[src/rtl/i2c_pkg.sv]
// Shared types for the I2C transaction sequencer and the byte engine it drives:
// engine command codes, response error codes and sequencer states.
package i2c_pkg;

    typedef enum logic [1:0] {
        CMD_START = 2'd0,
        CMD_WRITE = 2'd1,
        CMD_READ  = 2'd2,
        CMD_STOP  = 2'd3
    } eng_cmd_t;

    typedef enum logic [1:0] {
        ERR_OK        = 2'b00,
        ERR_ADDR_NACK = 2'b01,
        ERR_DATA_NACK = 2'b10,
        ERR_TIMEOUT   = 2'b11
    } rsp_err_t;

    typedef enum logic [3:0] {
        ST_IDLE = 4'd0,
        ST_ARB  = 4'd1,
        S_ADDR  = 4'd2,
        S_REG   = 4'd3,
        S_DATA  = 4'd4,
        S_RADDR = 4'd5,
        S_READ  = 4'd6,
        S_STOP  = 4'd7,
        S_DONE  = 4'd8
    } seq_state_t;

    // States that hand one command to the engine and then wait for its completion
    function automatic logic is_issue_state(input seq_state_t s);
        case (s)
            S_ADDR, S_REG, S_DATA, S_RADDR, S_READ, S_STOP: return 1'b1;
            default:                                        return 1'b0;
        endcase
    endfunction

endpackage

[src/rtl/i2c_rr_arb.sv]
// Round-robin pick: first valid requester at or after the pointer, as onehot and index.
module i2c_rr_arb #(
    parameter int N_REQ = 2,
    parameter int IDX_W = (N_REQ > 1) ? $clog2(N_REQ) : 1
) (
    input  logic [N_REQ-1:0] valid,
    input  logic [IDX_W-1:0] ptr,
    output logic [N_REQ-1:0] grant,
    output logic [IDX_W-1:0] index,
    output logic             any
);

    localparam int SW = IDX_W + 1;

    logic [2*N_REQ-1:0] dbl_s;
    logic [N_REQ-1:0]   rot_s;
    logic [SW-1:0]      sum_s;
    logic               found_s;

    // Rotate so the pointer lands at bit 0, then take the lowest set bit
    always_comb begin
        dbl_s   = {valid, valid};
        rot_s   = N_REQ'(dbl_s >> ptr);
        found_s = 1'b0;
        sum_s   = '0;
        for (int k = 0; k < N_REQ; k++) begin
            if (!found_s && rot_s[k]) begin
                found_s = 1'b1;
                sum_s   = SW'(ptr) + SW'(k);
            end else begin
                found_s = found_s;
            end
        end
        if (sum_s >= SW'(N_REQ)) begin
            sum_s = sum_s - SW'(N_REQ);
        end else begin
            sum_s = sum_s;
        end
        index = sum_s[IDX_W-1:0];
        any   = found_s;
        grant = '0;
        for (int i = 0; i < N_REQ; i++) begin
            grant[i] = found_s && (sum_s[IDX_W-1:0] == IDX_W'(i));
        end
    end

endmodule

[src/rtl/i2c_txn_sequencer.sv]
// Register-level I2C transaction controller: arbitrates requesters, expands each
// request into engine byte commands, returns status/read data, and guards the engine.
module i2c_txn_sequencer
    import i2c_pkg::*;
#(
    parameter int N_REQ       = 2,
    parameter int TIMEOUT_CYC = 4095
) (
    input  logic               Clk,
    input  logic               Rst_n,
    input  logic [N_REQ-1:0]   req_valid,
    input  logic [N_REQ-1:0]   req_rw,
    input  logic [7*N_REQ-1:0] req_dev,
    input  logic [8*N_REQ-1:0] req_reg,
    input  logic [8*N_REQ-1:0] req_wdata,
    output logic [N_REQ-1:0]   req_done,
    output logic [7:0]         rsp_rdata,
    output logic [1:0]         rsp_err,
    output logic               eng_go,
    output logic [1:0]         eng_cmd,
    output logic [7:0]         eng_wdata,
    output logic               eng_abort,
    input  logic               eng_done,
    input  logic               eng_nack,
    input  logic [7:0]         eng_rdata,
    output logic               busy
);

    localparam int IDX_W = (N_REQ > 1) ? $clog2(N_REQ) : 1;
    localparam int PW    = IDX_W + 1;
    localparam int TW    = $clog2(TIMEOUT_CYC + 1);

    seq_state_t       state_r, next_s;
    rsp_err_t         err_r, err_nxt_s, rsp_err_r;
    eng_cmd_t         eng_cmd_r, cmd_nxt_s;
    logic [IDX_W-1:0] rr_ptr_r, ptr_nxt_s, arb_idx_s;
    logic [PW-1:0]    ptr_sum_s;
    logic [N_REQ-1:0] arb_grant_s, grant_oh_r, req_done_r;
    logic             arb_any_s;
    logic             sel_rw_s, rw_r;
    logic [6:0]       sel_dev_s, dev_r;
    logic [7:0]       sel_reg_s, sel_wdata_s, reg_r, wdata_r, rd_r;
    logic [7:0]       wdata_nxt_s, eng_wdata_r, rsp_rdata_r;
    logic [TW-1:0]    timer_r;
    logic             wait_s, done_s, expire_s, go_nxt_s, enter_done_s;
    logic             eng_go_r, eng_abort_r, busy_r;

    i2c_rr_arb #(.N_REQ(N_REQ), .IDX_W(IDX_W)) u_arb (
        .valid (req_valid),
        .ptr   (rr_ptr_r),
        .grant (arb_grant_s),
        .index (arb_idx_s),
        .any   (arb_any_s)
    );

    // Fields of the requester the arbiter is currently pointing at, and the pointer after it
    always_comb begin
        sel_rw_s    = 1'b0;
        sel_dev_s   = 7'h00;
        sel_reg_s   = 8'h00;
        sel_wdata_s = 8'h00;
        for (int i = 0; i < N_REQ; i++) begin
            sel_rw_s    = (arb_idx_s == IDX_W'(i)) ? req_rw[i]           : sel_rw_s;
            sel_dev_s   = (arb_idx_s == IDX_W'(i)) ? req_dev[i*7 +: 7]   : sel_dev_s;
            sel_reg_s   = (arb_idx_s == IDX_W'(i)) ? req_reg[i*8 +: 8]   : sel_reg_s;
            sel_wdata_s = (arb_idx_s == IDX_W'(i)) ? req_wdata[i*8 +: 8] : sel_wdata_s;
        end
        ptr_sum_s = PW'(arb_idx_s) + PW'(1);
        ptr_nxt_s = (ptr_sum_s >= PW'(N_REQ)) ? '0 : ptr_sum_s[IDX_W-1:0];
    end

    // Next-state logic; the cycle carrying eng_go is not a wait cycle
    always_comb begin
        next_s    = state_r;
        err_nxt_s = err_r;
        wait_s    = is_issue_state(state_r) && !eng_go_r;
        done_s    = wait_s && eng_done;
        expire_s  = wait_s && !eng_done && (timer_r >= TW'(TIMEOUT_CYC));
        case (state_r)
            ST_IDLE: next_s = (|req_valid) ? ST_ARB : ST_IDLE;
            ST_ARB: begin
                next_s    = arb_any_s ? S_ADDR : ST_IDLE;
                err_nxt_s = ERR_OK;
            end
            S_ADDR, S_RADDR: begin
                if (done_s && eng_nack) begin
                    err_nxt_s = ERR_ADDR_NACK;
                    next_s    = S_STOP;
                end else if (done_s) begin
                    next_s = (state_r == S_ADDR) ? S_REG : S_READ;
                end else begin
                    next_s = state_r;
                end
            end
            S_REG: begin
                if (done_s && eng_nack) begin
                    err_nxt_s = ERR_DATA_NACK;
                    next_s    = S_STOP;
                end else if (done_s) begin
                    next_s = rw_r ? S_RADDR : S_DATA;
                end else begin
                    next_s = S_REG;
                end
            end
            S_DATA: begin
                err_nxt_s = (done_s && eng_nack) ? ERR_DATA_NACK : err_r;
                next_s    = done_s ? S_STOP : S_DATA;
            end
            S_READ:  next_s = done_s ? S_STOP : S_READ;
            S_STOP:  next_s = done_s ? S_DONE : S_STOP;
            S_DONE:  next_s = ST_IDLE;
            default: begin
                next_s    = ST_IDLE;
                err_nxt_s = ERR_OK;
            end
        endcase
        // Watchdog expiry skips STOP: the abort already releases the bus
        if (expire_s) begin
            next_s    = S_DONE;
            err_nxt_s = ERR_TIMEOUT;
        end else begin
            err_nxt_s = err_nxt_s;
        end
    end

    // Command and byte to present when entering an issue state
    always_comb begin
        go_nxt_s     = is_issue_state(next_s) && (next_s != state_r);
        enter_done_s = (next_s == S_DONE) && (state_r != S_DONE);
        cmd_nxt_s    = CMD_STOP;
        wdata_nxt_s  = 8'h00;
        case (next_s)
            S_ADDR: begin
                cmd_nxt_s   = CMD_START;
                wdata_nxt_s = {sel_dev_s, 1'b0};
            end
            S_REG: begin
                cmd_nxt_s   = CMD_WRITE;
                wdata_nxt_s = reg_r;
            end
            S_DATA: begin
                cmd_nxt_s   = CMD_WRITE;
                wdata_nxt_s = wdata_r;
            end
            S_RADDR: begin
                cmd_nxt_s   = CMD_START;
                wdata_nxt_s = {dev_r, 1'b1};
            end
            S_READ:  cmd_nxt_s = CMD_READ;
            default: cmd_nxt_s = CMD_STOP;
        endcase
    end

    // State register
    always_ff @(posedge Clk or negedge Rst_n) begin
        if (!Rst_n) begin
            state_r <= ST_IDLE;
        end else begin
            state_r <= next_s;
        end
    end

    // Transaction context: latched winner, round-robin pointer, status, watchdog timer
    always_ff @(posedge Clk or negedge Rst_n) begin
        if (!Rst_n) begin
            rr_ptr_r   <= '0;
            grant_oh_r <= '0;
            rw_r       <= 1'b0;
            dev_r      <= 7'h00;
            reg_r      <= 8'h00;
            wdata_r    <= 8'h00;
            rd_r       <= 8'h00;
            err_r      <= ERR_OK;
            timer_r    <= '0;
        end else begin
            if (state_r == ST_ARB && arb_any_s) begin
                rr_ptr_r   <= ptr_nxt_s;
                grant_oh_r <= arb_grant_s;
                rw_r       <= sel_rw_s;
                dev_r      <= sel_dev_s;
                reg_r      <= sel_reg_s;
                wdata_r    <= sel_wdata_s;
                rd_r       <= 8'h00;
            end else if (state_r == S_READ && done_s) begin
                rd_r <= eng_rdata;
            end else begin
                rd_r <= rd_r;
            end
            err_r <= err_nxt_s;
            if (go_nxt_s) begin
                timer_r <= '0;
            end else if (is_issue_state(state_r)) begin
                timer_r <= timer_r + TW'(1);
            end else begin
                timer_r <= timer_r;
            end
        end
    end

    // Registered outputs to the engine and to the requesters
    always_ff @(posedge Clk or negedge Rst_n) begin
        if (!Rst_n) begin
            eng_go_r    <= 1'b0;
            eng_cmd_r   <= CMD_START;
            eng_wdata_r <= 8'h00;
            eng_abort_r <= 1'b0;
            req_done_r  <= '0;
            rsp_err_r   <= ERR_OK;
            rsp_rdata_r <= 8'h00;
            busy_r      <= 1'b0;
        end else begin
            eng_go_r    <= go_nxt_s;
            eng_abort_r <= expire_s;
            busy_r      <= (next_s != ST_IDLE);
            req_done_r  <= enter_done_s ? grant_oh_r : '0;
            if (go_nxt_s) begin
                eng_cmd_r   <= cmd_nxt_s;
                eng_wdata_r <= wdata_nxt_s;
            end else begin
                eng_cmd_r   <= eng_cmd_r;
                eng_wdata_r <= eng_wdata_r;
            end
            if (enter_done_s) begin
                rsp_err_r <= err_nxt_s;
            end else begin
                rsp_err_r <= rsp_err_r;
            end
            if (enter_done_s && rw_r && err_nxt_s == ERR_OK) begin
                rsp_rdata_r <= rd_r;
            end else begin
                rsp_rdata_r <= rsp_rdata_r;
            end
        end
    end

    assign eng_go    = eng_go_r;
    assign eng_cmd   = eng_cmd_r;
    assign eng_wdata = eng_wdata_r;
    assign eng_abort = eng_abort_r;
    assign req_done  = req_done_r;
    assign rsp_err   = rsp_err_r;
    assign rsp_rdata = rsp_rdata_r;
    assign busy      = busy_r;

endmodule

[config.mk]
export PLATFORM = sky130hd
export DESIGN_NAME = i2c_txn_sequencer
export DESIGN_NICKNAME = d
export VERILOG_FILES = /design/src/rtl/i2c_pkg.sv /design/src/rtl/i2c_rr_arb.sv /design/src/rtl/i2c_txn_sequencer.sv
export SDC_FILE = /design/constraint.sdc
export NUM_CORES = 1
export LEC_CHECK = 0
export CORE_UTILIZATION = 55
export DETAILED_ROUTE_END_ITERATION = 8
export PLACE_DENSITY = 0.86
export SETUP_SLACK_MARGIN = 0.4
export SLEW_MARGIN = 40
export SYNTH_ARGS = -nofsm -noshare
export SYNTH_HDL_FRONTEND = slang
export SYNTH_SLANG_ARGS = --single-unit
[constraint.sdc]
create_clock -name Clk -period 5.2 [get_ports Clk]
set_input_delay 1.56 -clock Clk [delete_from_list [all_inputs] [get_ports Clk]]
set_output_delay 1.56 -clock Clk [all_outputs]
set_load 0.02 [all_outputs]
### Word level (Yosys, flattened, before mapping)

Cells that the tools add are included.

* register bits after elaboration: 78
* output and inout port bits: 25
* logic and storage cells: 111

* add/sub/neg operators: 4
* $lt $le $gt $ge: 3
* eq/ne operators: 17
* shifts and indexed selects: 1
* muxes and demuxes: 37
* bitwise gates (word level): 1
* reductions and logical operators: 30

Operators by type and width (count)
* $eq 4x3->1 const B: 8
* $mux 8: 4
* $pmux 8 s4: 1
* $pmux 4 s7: 1
* $mux 12: 2
* $eq 4x2->1 const B: 4
* $mux 4: 4
* $logic_and 1x1->1: 14
* $mux 2: 7
* $add 12x1->12 const B: 1
* $ge 12x12->1 const B: 1
* $mux 1: 12
* $pmux 2 s3: 2
* $reduce_or 6->1: 2
* $reduce_or 2->1: 5
* $mux 3: 3
* $eq 4x4->1 const B: 2
* $mux 7: 1
* $add 1x1->2 const B: 2
* $eq 4x1->1 const B: 1
* $ge 2x2->1 const B: 2
* $logic_not 4->1: 1
* $ne 4x4->1: 1
* $ne 4x4->1 const B: 1
* other kinds (8): 11

### Logic depth before layout (Yosys ltp)

Gate-level depths: netlist of run 1.

* depth after elaboration: 16
* depth in mapped cells: 10

### Cells and area by module

A second synthesis of run 1 with hierarchy kept.

* cells, all modules: 386
* area, all modules: 3893.7 um2

By module, submodules not included
* i2c_txn_sequencer: times used 1, cells an instance 381, area each 3861.2 um2, sequential area each 1951.9 um2
* i2c_rr_arb: times used 1, cells an instance 5, area each 32.5 um2, sequential area each 0.0 um2

### Worst setup path after synthesis of run 1

Ideal clock, no wire load.

* path type: in2reg
* start point: input port eng_nack
* end point: register eng_wdata_r[0] (netlist: eng_wdata[0])
* setup time: 0.125 ns
* arrival: 3.304 ns
* required time: 5.075 ns
* slack: 1.771 ns
* stages: 7
* buffers on the path: 0
* cells stage by stage: nor3b_2 a21oi_1 a221o_1 o311ai_2 a21oi_2 a21oi_2 mux2_4

* word-level cells in the longest chain between the ends: 8
* elaborated cells on any way between the ends: 16
* classes of those cells: eq/ne: 7; mux: 6; reduce/logical: 3

Ends and longest elaborated chain
* start, declared: line i2c_txn_sequencer.sv:24 `input logic eng_nack,`
* $logic_and 1x1->1 *: line i2c_txn_sequencer.sv:86, i2c_txn_sequencer.sv:96
* $mux 3 / $mux 4 (equally long branches): line i2c_txn_sequencer.sv:96, i2c_txn_sequencer.sv:86
* $pmux 4 s7 *: line i2c_txn_sequencer.sv:79 `case (state_r)`
* $mux 4 *: line i2c_txn_sequencer.sv:118 `if (expire_s) begin`
* $eq 4x3->1 (tied with other cells): line i2c_pkg.sv:33 `case (s)`
* $reduce_or 6->1: line i2c_pkg.sv:33
* $mux 1: line i2c_pkg.sv:33
* $logic_and 1x1->1: line i2c_txn_sequencer.sv:128 `go_nxt_s = is_issue_state(next_s) && (next_s != state_r);`
* end signal, assigned: line i2c_txn_sequencer.sv:218 `eng_wdata_r <= wdata_nxt_s;`
* end signal, assigned: line i2c_txn_sequencer.sv:221 `eng_wdata_r <= eng_wdata_r;`
* end, declared: line i2c_txn_sequencer.sv:43 `logic [7:0] wdata_nxt_s, eng_wdata_r, rsp_rdata_r;`

Every way passes the cells marked *; elsewhere a longest branch is shown, timed or not.
A chain may end at the register's enable or synchronous reset.

### Worst setup path in the final report of run 1

* start point: input port eng_done
* end point: register timer_r[5]

* word-level cells in the longest chain between the ends: 10
* elaborated cells on any way between the ends: 26
* classes of those cells: eq/ne: 7; mux: 11; reduce/logical: 8

Ends and longest elaborated chain
* start, declared: line i2c_txn_sequencer.sv:23 `input logic eng_done,`
* $logic_and 1x1->1: line i2c_txn_sequencer.sv:77 `done_s = wait_s && eng_done;`
* $mux 3 (tied with other cells): line i2c_txn_sequencer.sv:99 `end else if (done_s) begin`
* $mux 3 / $mux 4 (equally long branches): line i2c_txn_sequencer.sv:96, i2c_txn_sequencer.sv:86
* $pmux 4 s7: line i2c_txn_sequencer.sv:79
* $mux 4 *: line i2c_txn_sequencer.sv:118
* $eq 4x3->1 / $eq 4x2->1 (equally long branches): line i2c_pkg.sv:33
* $reduce_or 6->1: line i2c_pkg.sv:33
* $mux 1: line i2c_pkg.sv:33
* $logic_and 1x1->1 *: line i2c_txn_sequencer.sv:128
* $mux 12 / $reduce_bool 2->1 (equally long branches)
* end signal, assigned: line i2c_txn_sequencer.sv:193 `timer_r <= timer_r + TW'(1);`
* end signal, assigned: line i2c_txn_sequencer.sv:195 `timer_r <= timer_r;`
* end, declared: line i2c_txn_sequencer.sv:44 `logic [TW-1:0] timer_r;`

Marks and branches as above.

==> results.md, run 1 <==
- Status: completed
- Final WS setup: 1.24 ns
- Ys flop type: dfrtp_1
- Skew-Pair Late Insertion Delay: 0.35 ns
- Largest area contributor in the netlist: dfrtp_1
- H-Tree Depth: 3
- Synth top area share: 48.8%
- Dpl hpwl: 6.35 mm
- CP Capture Type: flip-flop
- Core Rows: 30
- Fillers: 500
- Cell area after synthesis: 0.00400 mm2
- # Max-Cap Violations: 0
- Max FO, Critical Path: 14
- Ranking of synthesized cells by area: dfrtp_1 (49%), mux2i_1 (8.8%), nor2_1 (6.2%), a21oi_1 (3.4%), mux2_2 (3.4%)
- Final setup fails: 0
- Total vias in the final route: 3164
- Clock buffer depth: 2
- CTS clk-pin slew, worst paths: 0.07 ns
- Startpoint class of the critical path: input port
- Post-synthesis sequential area ratio: 48.8%
- Post-synth EDFFs: 0
- DP Worst Slack: 0.897 ns
- Global Route Usage Sum: 25.8%
- Wire length per cell: 16.0 um
- Residual DRC count: 0
- Number of top-level pins: 87
- Most common cell after layout, fill and taps aside: clkdlybuf4s50_1
- RSZ-0062 raised after global routing: false
- Worst-Margin Slew: 0.696 ns
- Largest net degree at the start of global routing: 79
- Avg Cell Area, Syn: 10.7 um2
- GPL Wtd Cong: 0.816
- Area Overhead vs Synth: 28.0%
- Initial antenna violation count: 0
- Skew final: 0.00591 ns
- First-pass GRT wire length: 14.9 mm
- Remaining global-route overflow: 0
- Worst slew margin: 53.4%
- Syn nets: 438
- Starting density of the core: 57.9%
- # resized after CTS: 0
- CTS Root Cell: clkbuf_8
- Clk sink count: 78
- Leakage: 2.24 nW
- Crit Path Class: input port to flip-flop
- P per Cell Area: 567 mW/mm2
- Hold Crit Class: flip-flop to flip-flop
- Setup TNS: 0 ns
- Number of hold buffers added after cts: 0
- Finished Layout Cells: 560
- Post-synth ARST share: 100%
- Core area: 0.00691 mm2
- # diodes: 0
- Worst vdd ir: 0.242 mV
- Vias per cell: 5.65
- Synth unique cells: 62
- Worst Path Required: 5.44 ns
- 1st-iter DRT viols: 303
- Highest clock rate: 0.253 GHz
- Final slew viol count: 0
- Die width: 87.3 um
- CTS tree: built
- Final period util: 76.1%
- Layout Nets: 522
- Synth Register Bits: 78
- Vias in the first global route: 3119
- Post-CTS Repair Setup Buffers: 0
- Most frequent cells in the layout: clkdlybuf4s50_1 (85), dfrtp_1 (78), nor2_1 (66)
- TritonCTS buffer count: 9
- Post-layout minimum cycle time: 3.96 ns
- DRT Pass-1 Iters: 7
- Dpl cells: 544
- Fin util: 74.1%
- Layout cell share with drive strength beyond 1: 11.9%
- WL final: 8.96 mm
- Die Y-Extent: 87.3 um
- Buffers on Ports: 86
- Reg2reg setup slack: 2.25 ns
- Cells after Synth: 375
- Hold_ws: 0.487 ns
- DRT antenna net count: 0
- Crit path DAT: 4.20 ns
- Final hold violation count: 0
- Ys Warns: 0
- Die area: 0.00761 mm2
==> report_power, final <==
part	internal, mW	total [mW]	leakage [nW]	switching (mW)
clock network	0.223	0.441	0.0899	0.218
logic	0.655	1.44	1.17	0.784
registers	0.829	1.02	0.980	0.192
total	1.71	2.90	2.24	1.19
==> cells in the mapped netlist, types with 2 or more instances <==
master     number
a21o_1          2
a21oi_1        27
a21oi_2         2
a221o_1         3
a22o_1          9
and2_1          4
buf_1           4
buf_2           5
buf_6           4
clkbuf_1        4
dfrtp_1        78
inv_1          18
mux2_1          2
mux2_2         12
mux2_4          2
mux2i_1        35
nand2_1         4
nand2b_1        2
nand3_1         6
nand3b_1        3
nand4_1         2
nand4bb_1       2
nor2_1         66
nor3_1          8
nor4_1          4
o21a_1          3
o21ai_0         5
o221ai_1        2
o22ai_1         8
o2bb2ai_1       7
o32ai_1         2
xnor2_1         9
xor2_1          2
==> final timing paths <==
kind / from / cells past startpoint / to
worst max register to register: state_r[1] / 8 / timer_r[5]
worst min register to register: grant_oh_r[1] / 1 / grant_oh_r[1]
worst max-delay path: eng_done / 9 / timer_r[5]
min in group asynchronous: Rst_n / 1 / eng_wdata[7]
worst min-delay path: grant_oh_r[1] / 1 / grant_oh_r[1]
max in group asynchronous: Rst_n / 1 / rsp_rdata[3]
==> kinds of logic after synthesis <==
group                      share of synthesized area, %
and+or+nand+nor                                    15.8
xor gates and xnor gates                           2.41
DFF                                                48.8
muxes                                              13.5
buffers and inverters                              4.38
AOI/OAI and AO/OA                                  14.8
adders and majority gates                         0.313
==> layout make-up <==
class	count	area, um2	share of cell area (%)
clock buffers	11	131	2.57
clock inverters	5	58.8	1.15
inverters	18	67.6	1.32
multi-input cells	261	1890	36.9
flip-flops and latches	78	1950	38.2
well taps	96	120	2.35
repair buffers	91	900	17.6
==> routing by layer <==
metal / part of all wire (%) / vias up / global-route usage (%)
li1: - / 1505 / -
met1: 43 / 1532 / 34.4
met2: 50 / 114 / 41.6
met3: 5.3 / 13 / 5.69
met4: 1.5 / 0 / 9.39
met5: 0 / - / 0
==> registers in the layout, summed over array words and instances (netlist names), 2 cells and up <==
name        count
timer_r        12
err_r           2
eng_wdata       8
rsp_rdata       8
eng_cmd         2
wdata_r         8
reg_r           8
req_done        2
state_r         4
rsp_err         2
rd_r            8
grant_oh_r      2
dev_r           7
==> stage by stage <==
stage / area [um2] / power, mW
after floorplan: 4000 / 2.08
after global placement: 4910 / 2.38
after detailed placement: 4930 / 2.45
after CTS: 5120 / 2.90
after global routing: 5120 / 3.09
final: 5120 / 2.90
==> worst max-delay path: stages <==
cell and delay [ns]:
clkdlybuf4s50_1 0.59, nor3b_2 0.23, a21oi_1 0.08, a221o_1 0.43, o311ai_2 0.43, a21oi_2 0.13, o22ai_2 0.37, buf_4 0.28
nor2_1 0.08
(Power assumes the default switching activity.)
==> inputs of run 2 (changes only) <==
Settings changed: CORE_UTILIZATION 55 to 46, PLACE_DENSITY 0.86 to 0.76.
Clock period 5.2 ns to 3.5 ns, I/O delays scaled along.
==> results.md, run 2 (same netlist as run 1, synthesis figures left out) <==
- Post-layout minimum cycle time: 3.02 ns
- Vias in the first global route: 3304
- Core Rows: 33
- Global Route Usage Sum: 21.9%
- Post-DP Area: 0.00509 mm2
- Vias per cell: 5.49
- Final period util: 86.4%
- WL final: 9.16 mm
- Sequential Power Share: 33.4%
- Clock buffer depth: 2
- Post-route design area: 0.00532 mm2
- Met1 Wirelength: 4.04 mm
- DRT Pass-1 Iters: 4
- Most flop-heavy register: timer_r
- Worst reg2reg path depth: 8
- Area Overhead vs Synth: 33.1%
- Layout Nets: 542
- Die width: 95.2 um
- # Max-Cap Violations: 0
- CTS clk-pin slew, worst paths: 0.08 ns
- Largest net degree at the start of global routing: 79
- Metal3 WL: 395 um
- # diodes: 0
- Max FFs per register: 12
- Worst-Margin Slew: 0.708 ns
- Remaining global-route overflow: 0
- Internal Pwr Total: 2.78 mW
- Highest clock rate: 0.331 GHz
- Final WS setup: 0.476 ns
- Most frequent cells in the layout: clkdlybuf4s50_1 (83), dfrtp_1 (78), nor2_1 (65)
- Final hold violation count: 0
- Residual DRC count: 0
- GPL Wtd Cong: 0.785
- Worst hold stages: 1
- Layout cell share with drive strength beyond 1: 15.9%
- Clock Power Share: 16.4%
- Clk sink count: 78
- Status: completed
- Hold_ws: 0.491 ns
- Initial antenna violation count: 0
- Number of top-level pins: 87
- Starting density of the core: 48.2%
- Leakage: 2.36 nW
- Startpoint class of the critical path: input port
- Die Y-Extent: 95.2 um
- Die area: 0.00907 mm2
- CP Capture Type: flip-flop
- Hold Crit Class: flip-flop to flip-flop
- Final setup fails: 0
- Total vias in the final route: 3228
- TritonCTS buffer count: 9
- Comb pwr share: 50.2%
- P per Cell Area: 858 mW/mm2
- Top Metal Used: met4
- Crit path DAT: 3.29 ns
- Met2 WL post-DR: 4.55 mm
- RSZ-0062 raised after global routing: false
- CTS tree: built
- Buffers on Ports: 86
- Final slew viol count: 0
- H-Tree Depth: 3
- Max FO, Critical Path: 7
- Worst slew margin: 52.8%
- Dpl hpwl: 6.66 mm
- DRT antenna net count: 0
- Crit Path Class: input port to flip-flop
- Worst vdd ir: 0.326 mV
- Worst Path Required: 3.77 ns
- DP Worst Slack: -0.0661 ns
- Most common cell after layout, fill and taps aside: clkdlybuf4s50_1
- First-pass GRT wire length: 15.2 mm
- Number of hold buffers added after cts: 0
- Sw power: 1.78 mW
- 1st-iter DRT viols: 160
- Skew-Pair Late Insertion Delay: 0.35 ns
- CTS Root Cell: clkbuf_8
- Wire length per cell: 15.6 um
- Skew final: 0.0110 ns
- Core area: 0.00830 mm2
- Switch share: 39.0%
- Post-CTS Repair Setup Buffers: 0
[run 2: what timing repair did]
item / CTS / global route
pin swaps: 3 / 1
setup endpoints to repair: 31 / 22
resized for setup: 3 / 1
[run 2: layout make-up]
cell class,count,area [um2]
well taps,105,131
clock inverters,5,83.8
clock buffers,10,138
inverters,18,67.6
flip-flops and latches,78,1950
repair buffers,111,1060
fillers,632,2980
multi-input cells,261,1890
[run 2: through the flow]
| step | total power [mW] | TNS [ns] | utilization, % | cells |
|---|---|---|---|---|
| finish | 4.56 | 0 | 64.1 | 588 |
| global route | 4.87 | 0 | 64.1 | 588 |
| CTS | 4.59 | 0 | 64.1 | 588 |
| detailed placement | 3.82 | -0.872 | 61.4 | 573 |
| global placement | 3.75 | -0.000687 | 61.3 | 573 |
| floorplan | 3.09 | 0 | - | 375 |
[run 2: critical path, cell delays in order]
cell and delay (ns):
clkdlybuf4s50_1 0.46, nor2_2 0.19, nor2_1 0.06, a221o_1 0.38
or3_4 0.37, a211oi_4 0.28, o22ai_2 0.16, buf_4 0.19
o2bb2ai_1 0.16
[run 2: routing by layer]
layer,track usage [%],up-vias
met3,3.99,18
met4,9.34,0
li1,-,1548
met2,36.5,107
met5,0,-
met1,27.7,1555
[run 2: final timing paths]
kind                               startpoint  slack [ns]            end
worst min register to register  grant_oh_r[1]        0.49  grant_oh_r[1]
worst max-delay path             req_valid[1]        0.48   eng_wdata[5]
worst min-delay path            grant_oh_r[1]        0.49  grant_oh_r[1]
min in group asynchronous               Rst_n        0.72     timer_r[6]
max in group asynchronous               Rst_n        2.28       reg_r[3]
worst max register to register     state_r[1]        0.82   eng_wdata[5]
[run 2: power groups by stage]
| stage | sequential [mW] | combinational, mW | clock [mW] |
|---|---|---|---|
| after global routing | 1.57 | 2.51 | 0.795 |
| after CTS | 1.52 | 2.30 | 0.762 |
| after floorplan | 1.49 | 1.60 | 0 |
| final | 1.52 | 2.29 | 0.748 |
| after detailed placement | 1.53 | 2.29 | 0 |
| after global placement | 1.52 | 2.23 | 0 |
==> inputs of run 3 (changes only) <==
Settings changed: SLEW_MARGIN 40 to 20.
==> results.md, run 3 (same netlist as run 1, synthesis figures left out) <==
- Number of hold buffers added after cts: 0
- Hold Crit Class: flip-flop to flip-flop
- Final hold violation count: 0
- Startpoint class of the critical path: input port
- CTS clk-pin slew, worst paths: 0.08 ns
- Dpl hpwl: 6.62 mm
- Initial antenna violation count: 0
- Global Route Usage Sum: 21.6%
- Leakage: 2.37 nW
- Highest clock rate: 0.333 GHz
- Worst vdd ir: 0.337 mV
- Met2 WL post-DR: 4.51 mm
- Finished Layout Cells: 590
- Total vias in the final route: 3218
- Clk sink count: 78
- Clock buffer depth: 2
- P per Cell Area: 861 mW/mm2
- Met1 Wirelength: 4.08 mm
- DRT Pass-1 Iters: 4
- Dpl cells: 573
- Wire length per cell: 15.5 um
- TritonCTS buffer count: 9
- Layout Nets: 543
- H-Tree Depth: 3
- Vias per cell: 5.45
- Hold_ws: 0.491 ns
- Post-route design area: 0.00533 mm2
- Top Metal Used: met4
- Fillers: 621
- Die Y-Extent: 95.2 um
- WL final: 9.16 mm
- Largest net degree at the start of global routing: 79
- Crit Path Class: input port to flip-flop
- Crit path DAT: 3.28 ns
- Skew-Pair Late Insertion Delay: 0.36 ns
- Post-layout minimum cycle time: 3.00 ns
- Metal3 WL: 398 um
- GPL Wtd Cong: 0.785
- Die area: 0.00907 mm2
- CTS Root Cell: clkbuf_8
- Final slew viol count: 0
- Remaining global-route overflow: 0
- Status: completed
- Buffers on Ports: 86
- # Max-Cap Violations: 0
- DRT antenna net count: 0
- Worst Path Required: 3.78 ns
- Max FO, Critical Path: 7
- CP Capture Type: flip-flop
- Most frequent cells in the layout: clkdlybuf4s50_1 (83), dfrtp_1 (78), nor2_1 (65)
- Most common cell after layout, fill and taps aside: clkdlybuf4s50_1
- CTS tree: built
- Die width: 95.2 um
- First-pass GRT wire length: 15.0 mm
- Final setup fails: 0
- Worst slew margin: 36.8%
- Final period util: 85.9%
- Residual DRC count: 0
- Tot Pwr: 4.59 mW
- Most flop-heavy register: timer_r
- Final WS setup: 0.495 ns
- Skew final: 0.00667 ns
- Worst-Margin Slew: 0.948 ns
- # diodes: 0
- Core Rows: 33
- Starting density of the core: 48.2%
- Max FFs per register: 12
- 1st-iter DRT viols: 127
- Number of top-level pins: 87
- DP Worst Slack: -0.0595 ns
- Post-DP Area: 0.00509 mm2
- Area Overhead vs Synth: 33.2%
- Vias in the first global route: 3243
- RSZ-0062 raised after global routing: false
- Layout cell share with drive strength beyond 1: 16.3%
- Core area: 0.00830 mm2
run 3: changes by cell type in the layout (fill, tap and decap cells not counted):
cell | previous run | this run
buf_4 | 24 | 26
buf_6 | 1 | 0
clkbuf_1 | 0 | 1
clkinv_2 | 0 | 1
clkinv_4 | 1 | 0
clkinvlp_4 | 2 | 1
inv_6 | 0 | 1
o31a_1 | 1 | 0
o31a_2 | 0 | 1
run 3: where the power goes:
group,internal (mW),switching (mW)
Clock,0.423,0.332
Combinational,1.14,1.17
Sequential,1.23,0.294
run 3: worst paths after layout:
path / from / end / depth (start not counted) / slack, ns
hold / removal: grant_oh_r[1] / grant_oh_r[1] / 1 / 0.49
setup / recovery: req_valid[1] / eng_wdata[5] / 9 / 0.50
min in group asynchronous: Rst_n / state_r[1] / 1 / 0.82
setup reg to reg: state_r[1] / eng_wdata[5] / 8 / 0.81
hold reg to reg: grant_oh_r[1] / grant_oh_r[1] / 1 / 0.49
max in group asynchronous: Rst_n / eng_cmd[1] / 1 / 2.05
run 3: metrics by stage:
| step | utilization [%] | setup TNS, ns |
|---|---|---|
| after detailed placement | 61.3 | -0.677 |
| final | 64.2 | 0 |
| after global routing | 64.2 | 0 |
| after floorplan | - | 0 |
| after global placement | 61.3 | -0.000687 |
| after CTS | 64.1 | 0 |
run 3: layer usage:
metal / track usage (%) / up-vias
met3: 3.91 / 17
met5: 0 / -
met2: 35.5 / 97
met4: 8.71 / 0
met1: 28.2 / 1559
li1: - / 1545
run 3: final cells by class:
| cell class | count | area (um2) | share of cell area (%) |
|---|---|---|---|
| Sequential cell | 78 | 1950 | 36.6 |
| Inverter | 18 | 67.6 | 1.27 |
| Timing Repair Buffer | 112 | 1060 | 20.0 |
| Multi-Input combinational cell | 261 | 1890 | 35.5 |
| Tap cell | 105 | 131 | 2.47 |
| Clock inverter | 5 | 81.3 | 1.53 |
| Clock buffer | 11 | 141 | 2.65 |
run 3: timing repair:
item,in CTS,in global routing
buffers inserted,1,0
endpoints found under the setup margin,31,21
pin swaps,4,1
gates resized for setup,4,1
run 3: critical path, stage by stage:
cell	delay (ns)
clkdlybuf4s50_1	0.45
nor2_2	0.18
nor2_1	0.06
a221o_1	0.38
or3_4	0.37
a211oi_4	0.28
o22ai_2	0.15
buf_4	0.19
o2bb2ai_1	0.16
